## config.mk

```make
export PLATFORM = sky130hd
export DESIGN_NAME = imem_dmem_arbiter
export DESIGN_NICKNAME = d
export VERILOG_FILES = /design/src/rtl/imem_dmem_arbiter.sv
export SDC_FILE = /design/constraint.sdc
export NUM_CORES = 1
export LEC_CHECK = 0
export CAP_MARGIN = 20
export CORE_UTILIZATION = 44
export CTS_CLUSTER_DIAMETER = 150
export CTS_CLUSTER_SIZE = 16
export DETAILED_ROUTE_END_ITERATION = 10
export PLACE_DENSITY = 0.84
export SETUP_SLACK_MARGIN = 0.2
export SYNTH_ARGS = -nofsm -noshare
export SYNTH_HDL_FRONTEND = slang
export SYNTH_SLANG_ARGS = --single-unit
```

## constraint.sdc

```tcl
create_clock -name clk -period 2.4 [get_ports clk]
set_input_delay 0.24 -clock clk [delete_from_list [all_inputs] [get_ports clk]]
set_output_delay 0.24 -clock clk [all_outputs]
set_load 0.005 [all_outputs]
```

## src/rtl/imem_dmem_arbiter.sv

```systemverilog
// Arbiter for one single-ported, fixed-latency SRAM that is shared by instruction fetch and load/store.
// MEM normally wins. An owed flag limits MEM to one access between fetches. A fetch made stale by a branch completes but is dropped.
module imem_dmem_arbiter #(
    parameter int LAT = 2,
    parameter int AW  = 32
) (
    input  logic          clk,
    input  logic          rst,
    input  logic          if_req,
    input  logic [31:0]   if_addr,
    input  logic          branch_taken,
    output logic [31:0]   if_rdata,
    output logic          if_valid,
    output logic          freeze_if,
    input  logic          mem_rd_en,
    input  logic          mem_wr_en,
    input  logic [31:0]   mem_addr,
    input  logic [31:0]   mem_wdata,
    output logic [31:0]   mem_rdata,
    output logic          mem_ready,
    output logic          freeze_mem,
    output logic          sram_en,
    output logic          sram_we,
    output logic [AW-3:0] sram_addr,
    output logic [31:0]   sram_wdata,
    input  logic [31:0]   sram_rdata
);

    // state    | meaning
    // IDLE     | no access in flight; grant decision made this cycle
    // IF_BUSY  | fetch occupying the SRAM for LAT cycles
    // MEM_BUSY | load/store occupying the SRAM for LAT cycles
    typedef enum logic [1:0] {IDLE, IF_BUSY, MEM_BUSY} state_t;

    localparam int CW = (LAT > 1) ? $clog2(LAT) : 1;

    state_t          state, state_nxt;
    logic [CW-1:0]   cnt;
    logic            if_owed, discard;
    logic            we_q;
    logic [AW-3:0]   addr_q;
    logic [31:0]     wdata_q;
    logic            mem_req, grant_if, grant_mem, done, busy;
    logic            unused_addr_bits;

    assign mem_req = mem_rd_en | mem_wr_en;
    assign busy    = (state != IDLE);
    assign unused_addr_bits = ^{if_addr[1:0], mem_addr[1:0]};

    always_comb begin
        state_nxt = state;
        grant_if  = 1'b0;
        grant_mem = 1'b0;
        done      = 1'b0;
        case (state)
            IDLE: begin
                // A fetch that is owed a turn keeps priority even while a branch blocks it.
                if (if_owed && if_req) begin
                    grant_if = ~branch_taken;
                end else if (mem_req) begin
                    grant_mem = 1'b1;
                end else if (if_req && !branch_taken) begin
                    grant_if = 1'b1;
                end
                if (grant_if)
                    state_nxt = IF_BUSY;
                else if (grant_mem)
                    state_nxt = MEM_BUSY;
            end
            IF_BUSY, MEM_BUSY: begin
                if (cnt == '0) begin
                    done      = 1'b1;
                    state_nxt = IDLE;
                end
            end
            default: state_nxt = IDLE;
        endcase
    end

    always_ff @(posedge clk) begin
        if (rst) begin
            state     <= IDLE;
            cnt       <= '0;
            if_owed   <= 1'b0;
            discard   <= 1'b0;
            we_q      <= 1'b0;
            addr_q    <= '0;
            wdata_q   <= '0;
            if_rdata  <= '0;
            if_valid  <= 1'b0;
            mem_rdata <= '0;
            mem_ready <= 1'b0;
        end else begin
            state     <= state_nxt;
            if_valid  <= 1'b0;
            mem_ready <= 1'b0;

            if (grant_if || grant_mem)
                cnt <= CW'(LAT - 1);
            else if (busy && cnt != '0)
                cnt <= cnt - 1'b1;

            if (grant_if) begin
                addr_q  <= if_addr[AW-1:2];
                we_q    <= 1'b0;
                wdata_q <= '0;
                if_owed <= 1'b0;
                discard <= 1'b0;
            end
            if (grant_mem) begin
                addr_q  <= mem_addr[AW-1:2];
                we_q    <= mem_wr_en;
                wdata_q <= mem_wdata;
                if (if_req)
                    if_owed <= 1'b1;
            end

            // A branch in the final busy cycle also makes the fetch stale.
            if (state == IF_BUSY) begin
                if (done) begin
                    if (!(discard || branch_taken)) begin
                        if_rdata <= sram_rdata;
                        if_valid <= 1'b1;
                    end
                    discard <= 1'b0;
                end else if (branch_taken) begin
                    discard <= 1'b1;
                end
            end

            if (state == MEM_BUSY && done) begin
                if (!we_q)
                    mem_rdata <= sram_rdata;
                mem_ready <= 1'b1;
            end
        end
    end

    assign sram_en    = busy;
    assign sram_we    = busy & we_q;
    assign sram_addr  = busy ? addr_q : '0;
    assign sram_wdata = busy ? wdata_q : '0;

    assign freeze_if  = if_req & ~if_valid;
    assign freeze_mem = mem_req & ~mem_ready;

endmodule

```

==> summary.md, run 1 <==
| Metric | Value |
|---|---|
| Filler cell count in the final layout | 873 |
| Worst r2r src | state[0]$_SDFFE_PP0P_ |
| Starting DRC count in detailed routing | 591 |
| Clk root buf | clkbuf_16 |
| Largest net degree at the start of global routing | 65 |
| Inserted Clock Buffers | 17 |
| Final worst slack | 0.255 ns |
| Post-route DRC | 0 |
| Fin cells | 1073 |
| Syn Nets | 795 |
| Critical path launch point | state[0]$_SDFFE_PP0P_ |
| Mean Syn Cell Area | 8.55 um^2 |
| Worst skew pair latency | 0.41 ns |
| Dpl hpwl | 12500 um |
| Io pins | 266 |
| Dpl cells | 1037 |
| Final hold vios | 0 |
| H-Tree Depth | 4 |
| WP buf/inv | 3 |
| First-pass GRT wire length | 29200 um |
| Die area | 13300 um^2 |
| Worst slew margin | 0.553 |
| Commonest non-fill, non-tap cell in the layout | clkdlybuf4s50_1 |
| Least-Margin Pin Slew | 0.670 ns |
| Tmin final | 2.14 ns |
| Die Ht | 115 um |
| Synth area leader | dfxtp_1 |
| Req. time, crit path | 2.16 ns |
| Hold Startpoint | rst |
| Ant diodes | 0 |
| Cell Chain, Critical Path | inv_1 > ha_4 > buf_8 > nor2b_1 > clkdlybuf4s50_1 |
| Slowest CP cell | clkdlybuf4s50_1 |
| Seq cells post-synth | 134 |
| Synthesized area | 5630 um^2 |
| Final setup skew | 0.00980 ns |
| Nets | 1031 |
| WL per Instance | 17.9 um |
| Clk pin slew, worst setup/hold paths | 0.06 ns |
| Via Count | 6179 |
| Largest cells by area after synthesis | dfxtp_1 (48%), nand3_1 (8.3%), nor2b_1 (7.1%), a21oi_1 (5.9%), a22o_1 (5.0%) |
| Max Transition Viols Final | 0 |
| Combined area of the multi-input logic cells | 2680 um^2 |
| Final setup TNS | 0 ns |
| Core area | 12300 um^2 |
| Arr. time, crit path | 1.90 ns |
| Layout cell share with drive strength beyond 1 | 0.0818 |
| Final period util | 0.894 |
| Synth cell types | 33 |
| Max-cap violation count | 0 |
| Buffers on Ports | 261 |
| Maximum fanout along the worst path | 25 |
| Area of placed instances | 8380 um^2 |
| Total wire length | 19200 um |
| CP max stage delay | 0.52 ns |
| Share of the synthesized area in the top cell type | 0.477 |
| FP Rows | 40 |
| Status | finished, final reports clean |
| Worst Hold Class | input port to flop |
| Dpl ws | -0.101 ns |
| Most frequent cells in the layout | clkdlybuf4s50_1 (250), dfxtp_1 (133), nand3_1 (93) |
| Cells after synthesis | 658 |
| CTS tree | built |
| Register area share after synthesis | 0.477 |
| Vias in the first global route | 6020 |
| Pwr Density | 689 nW/um^2 |
| Final Cell Area | 9060 um^2 |
| CP delay by family, top | buffers and inverters |
| Initial antenna violation count | 0 |
| Leakage | 3.27 nW |
| Post-route ant nets | 0 |
| GR Overflow Total | 0 |
| GPL Wtd Cong | 0.846 |
| Ys Warns | 0 |
| Fmax achieved | 466 MHz |
| Clk sink count | 134 |
| Hold_ws | 0.0841 ns |
| Hold-fix buffers, CTS | 0 |
| Mean number of vias per cell | 5.76 |
| Crit path capture type | output port |
| RSZ-0062 raised after global routing | true |
| # setup viols final | 0 |
| CP Launch Type | flop |
| Peak VDD IR | 364 uV |
| GRT Resource Usage Total | 0.280 |
| Critical path class | flop to output port |
| Starting density of the core | 0.459 |
| Die Width | 115 um |
| Reg area | 2680 um^2 |
| 1st-pass router iterations | 6 |
| Clk buf depth | 2 |
| Layout overhead on the synthesized area | 61.0% |
==> state kept, by name, summed over array words and instances, names as in the netlist <==
signal and flops:
wdata_q 32, if_owed 1, mem_ready 1, mem_rdata 32
if_valid 1, if_rdata 32, we_q 1, discard 1
addr_q 30, cnt 1, state 2
==> kinds of logic after synthesis <==
| kind of cell | share of synthesized area |
|---|---|
| buffers and inverters | 0.0573 |
| flip-flops | 0.477 |
| adder cells (fa/ha/maj) | 0.00667 |
| AND/OR/NAND/NOR | 0.218 |
| AO/OA/AOI/OAI | 0.242 |
==> synthesized netlist by cell type <==
master / n
o2bb2ai_1: 1
a311oi_1: 1
nand2b_1: 1
buf_1: 3
o21ai_0: 35
nor3_1: 1
nand2_1: 66
buf_2: 12
o21bai_1: 1
nor4bb_1: 2
a221oi_4: 1
or2_2: 1
nand3b_1: 2
inv_1: 3
a31oi_1: 31
nand4bb_1: 1
nor4b_1: 1
and3b_1: 2
o221ai_1: 31
o21ba_1: 1
inv_2: 1
buf_6: 3
a22o_1: 32
clkbuf_1: 54
a32o_1: 1
a21oi_1: 66
dfxtp_1: 134
nand3_1: 93
nor2b_1: 64
nor2_1: 6
a2bb2oi_2: 1
ha_1: 3
a211oi_1: 3
==> per-stage QoR <==
| step | total power (W) | util |
|---|---|---|
| 3_5_place_dp | 0.00374 | 0.683 |
| 3_3_place_gp | 0.00370 | 0.683 |
| 6_report | 0.00624 | 0.739 |
| 2_1_floorplan | 0.00312 | - |
| 5_1_grt | 0.00647 | 0.739 |
| 4_1_cts | 0.00618 | 0.729 |
==> report_power, final <==
group	switching, W	leakage [nW]	total [W]	internal [W]
registers	0.0000911	1.09	0.00248	0.00239
clock network	0.000974	0.276	0.00245	0.00147
logic	0.000636	1.91	0.00131	0.000678
==> path summary, 6_finish.rpt <==
path	to	slack (ns)	depth (start not counted)
hold / removal	addr_q[7]$_SDFFE_PP0P_	0.08	2
setup / recovery	sram_wdata[19]	0.26	5
hold reg to reg	mem_rdata[16]$_SDFFE_PP0P_	0.46	2
setup reg to reg	wdata_q[25]$_SDFFE_PP0P_	0.38	7
==> final cells by class <==
type,count,area share
multi-input cells,448,0.296
repair buffers,289,0.322
well taps,168,0.0232
inverters,4,0.00248
flip-flops and latches,134,0.296
clock buffers,19,0.0500
clock inverters,11,0.0112
==> metal layers <==
layer	vias to the layer above	track usage	share of wire	routed length, um
met4	0	0.166	0.043	817
met5	-	0	0	0
met2	344	0.477	0.50	9510
met3	66	0.0643	0.078	1490
met1	2921	0.322	0.38	7370
li1	2848	-	-	-
==> what timing repair did <==
action | in CTS | in global routing
setup endpoints to repair | 81 | 51
resized for setup | 1 | 20
pin swaps | 0 | 1
setup buffers | 0 | 4
cloned | 0 | 1
Note: power is estimated with default switching activity, not from simulation.
==> run 2, diff against run 1 <==
Settings changed: CORE_MARGIN set to 10, CORE_UTILIZATION 44 to 41, PLACE_DENSITY 0.84 to 0.79.
Clock period 2.4 ns to 2 ns, I/O delays scaled along.
==> run 2 against run 1 <==
Compared with the run above:
- die area grew 42%
- cell count grew 3.0%
- sequential share of layout area shrank 1.0 points
- highest routed layer unchanged
- hold slack gained 0.13 ns
- total power grew 29%
==> summary.md, run 2 (synthesis gave the netlist of run 1 again) <==
| Metric | Value |
|---|---|
| Inserted Clock Buffers | 17 |
| Largest net degree at the start of global routing | 71 |
| Max Transition Viols Final | 0 |
| Nets | 1050 |
| CTS tree | built |
| Pwr Density | 858 nW/um^2 |
| Via Count | 6295 |
| Post-route DRC | 0 |
| Starting density of the core | 0.422 |
| Commonest non-fill, non-tap cell in the layout | clkdlybuf4s50_1 |
| Initial antenna violation count | 2 |
| Worst slew margin | 0.598 |
| Slowest CP cell | dfxtp_2 |
| Maximum fanout along the worst path | 32 |
| Worst Hold Class | input port to flop |
| Total wire length | 22700 um |
| RSZ-0062 raised after global routing | true |
| R2R cell count | 9 |
| Vias in the first global route | 6084 |
| Crit path top cell by count | buf_6 |
| Buffers on Ports | 261 |
| Cell Chain, Critical Path | inv_2 > ha_4 > buf_6 > buf_6 > buf_4 > and3b_1 > a221oi_4 > buf_12 > a22o_1 |
| Die area | 18800 um^2 |
| Req. time, crit path | 2.36 ns |
| Max-cap violation count | 0 |
| GR Overflow Total | 0 |
| Crit path capture type | flop |
| Arr. time, crit path | 2.30 ns |
| First-pass GRT wire length | 33800 um |
| Final setup skew | 0.00370 ns |
| Most frequent cells in the layout | clkdlybuf4s50_1 (194), dfxtp_1 (132), nand3_1 (93) |
| Critical path class | flop to flop |
| Starting DRC count in detailed routing | 478 |
| Layout cell share with drive strength beyond 1 | 0.198 |
| GRT Resource Usage Total | 0.227 |
| Total power | 0.00806 W |
| WL per Instance | 20.6 um |
| Final period util | 0.970 |
| H-Tree Depth | 4 |
| Core area | 13300 um^2 |
| Clk sink count | 134 |
| Hold EP | we_q$_SDFFE_PP0P_ |
| Worst R2R End | wdata_q[25]$_SDFFE_PP0P_ |
| Clk buf depth | 2 |
| Mean number of vias per cell | 5.70 |
| Peak VDD IR | 600 uV |
| Final hold vios | 0 |
| 1st-pass router iterations | 5 |
| # setup viols final | 0 |
| Dpl hpwl | 14800 um |
| Status | finished, final reports clean |
| Die Ht | 137 um |
| Clk root buf | clkbuf_16 |
| Tmin final | 1.94 ns |
| Hold path depth | 3 |
| Io pins | 266 |
| Hold Startpoint | mem_wr_en |
| Flop2flop setup slack | 0.06 ns |
| CP max stage delay | 0.35 ns |
| Final Cell Area | 9400 um^2 |
| Filler cell count in the final layout | 1021 |
| Layout overhead on the synthesized area | 67.0% |
| Die Width | 137 um |
| Biggest registers after layout | if_rdata x32, mem_rdata x32, wdata_q x32 |
| Fmax achieved | 515 MHz |
| Worst r2r src | state[0]$_SDFFE_PP0P_ |
| Least-Margin Pin Slew | 0.603 ns |
| FP Rows | 42 |
| Area of placed instances | 8440 um^2 |
| Post-route ant nets | 0 |
| Worst skew pair latency | 0.41 ns |
| Leakage | 3.46 nW |
| Clk pin slew, worst setup/hold paths | 0.06 ns |
| GPL Wtd Cong | 0.806 |
| CP Launch Type | flop |
run 2: changes by cell type in the layout (fill, tap and decap cells not counted), moves of 3 or more:
cell	before	now
buf_12	1	8
buf_16	1	6
buf_2	1	29
buf_6	0	16
clkbuf_2	0	24
clkdlybuf4s50_1	250	194
diode_2	0	3
dlymetal6s2s_1	10	2
nor2b_1	60	37
nor2b_4	0	23
run 2: metal layers:
metal  track usage  vias up  share of wire
li1              -     2902              -
met5             0        -              0
met3        0.0728       63          0.088
met1         0.251     3021           0.36
met4         0.127        0          0.039
met2         0.378      309           0.51
run 2: final cells by class:
type | count | area [um^2] | share of cell area
clock inverter | 10 | 119 | 0.0126
timing repair buffer | 308 | 3010 | 0.321
sequential | 134 | 2690 | 0.286
inverter | 4 | 17.5 | 0.00186
tap | 176 | 220 | 0.0234
antenna | 3 | 7.51 | 0.000799
clock buffer | 22 | 484 | 0.0515
multi-input combinational | 448 | 2850 | 0.303
run 2: timing repair:
action                                  in CTS  in global routing
hold buffers                                 0                  0
endpoints found under the setup margin      65                127
gates resized for setup                    196                116
pin swaps                                    1                  0
cloned                                       6                  1
setup buffers                               15                  4
run 2: how the worst max path moves through the flow:
stage               slack (ns)             startpoint  cells past startpoint                   endpoint
floorplan                 0.40  state[1]$_SDFFE_PP0P_                      7  if_rdata[17]$_SDFFE_PP0P_
global placement          0.18                 if_req                      3                  freeze_if
detailed placement        0.14                 if_req                      5    wdata_q[2]$_SDFFE_PP0P_
CTS                      0.001  state[1]$_SDFFE_PP0P_                      7              sram_wdata[2]
global route             -0.01  state[1]$_SDFFE_PP0P_                      9     addr_q[4]$_SDFFE_PP0P_
finish                    0.06  state[0]$_SDFFE_PP0P_                      9   wdata_q[25]$_SDFFE_PP0P_
run 2: where the power goes:
part / switching [W] / internal [W] / total (W)
logic: 0.000909 / 0.00104 / 0.00194
clock network: 0.00117 / 0.00197 / 0.00314
registers: 0.000113 / 0.00287 / 0.00298
run 2: critical path: cells and delay by family, from the launching register on:
kind	cells	cell delay, ns
buf+inv	5	0.66
compound gates	2	0.49
flops	1	0.35
simple gates	1	0.20
fa+ha+maj	1	0.19
run 2: stage by stage:
stage | TNS [ns] | std cells | setup slack, ns | hold slack (ns) | utilization
6_report | 0 | 1105 | 0.0599 | 0.214 | 0.704
3_5_place_dp | 0 | 1044 | 0.136 | 0.447 | 0.632
2_1_floorplan | 0 | 658 | 0.400 | 0.278 | -
3_3_place_gp | 0 | 1044 | 0.183 | 0.442 | 0.632
5_1_grt | -0.0271 | 1104 | -0.0144 | 0.235 | 0.704
4_1_cts | 0 | 1097 | 0.00120 | 0.220 | 0.691
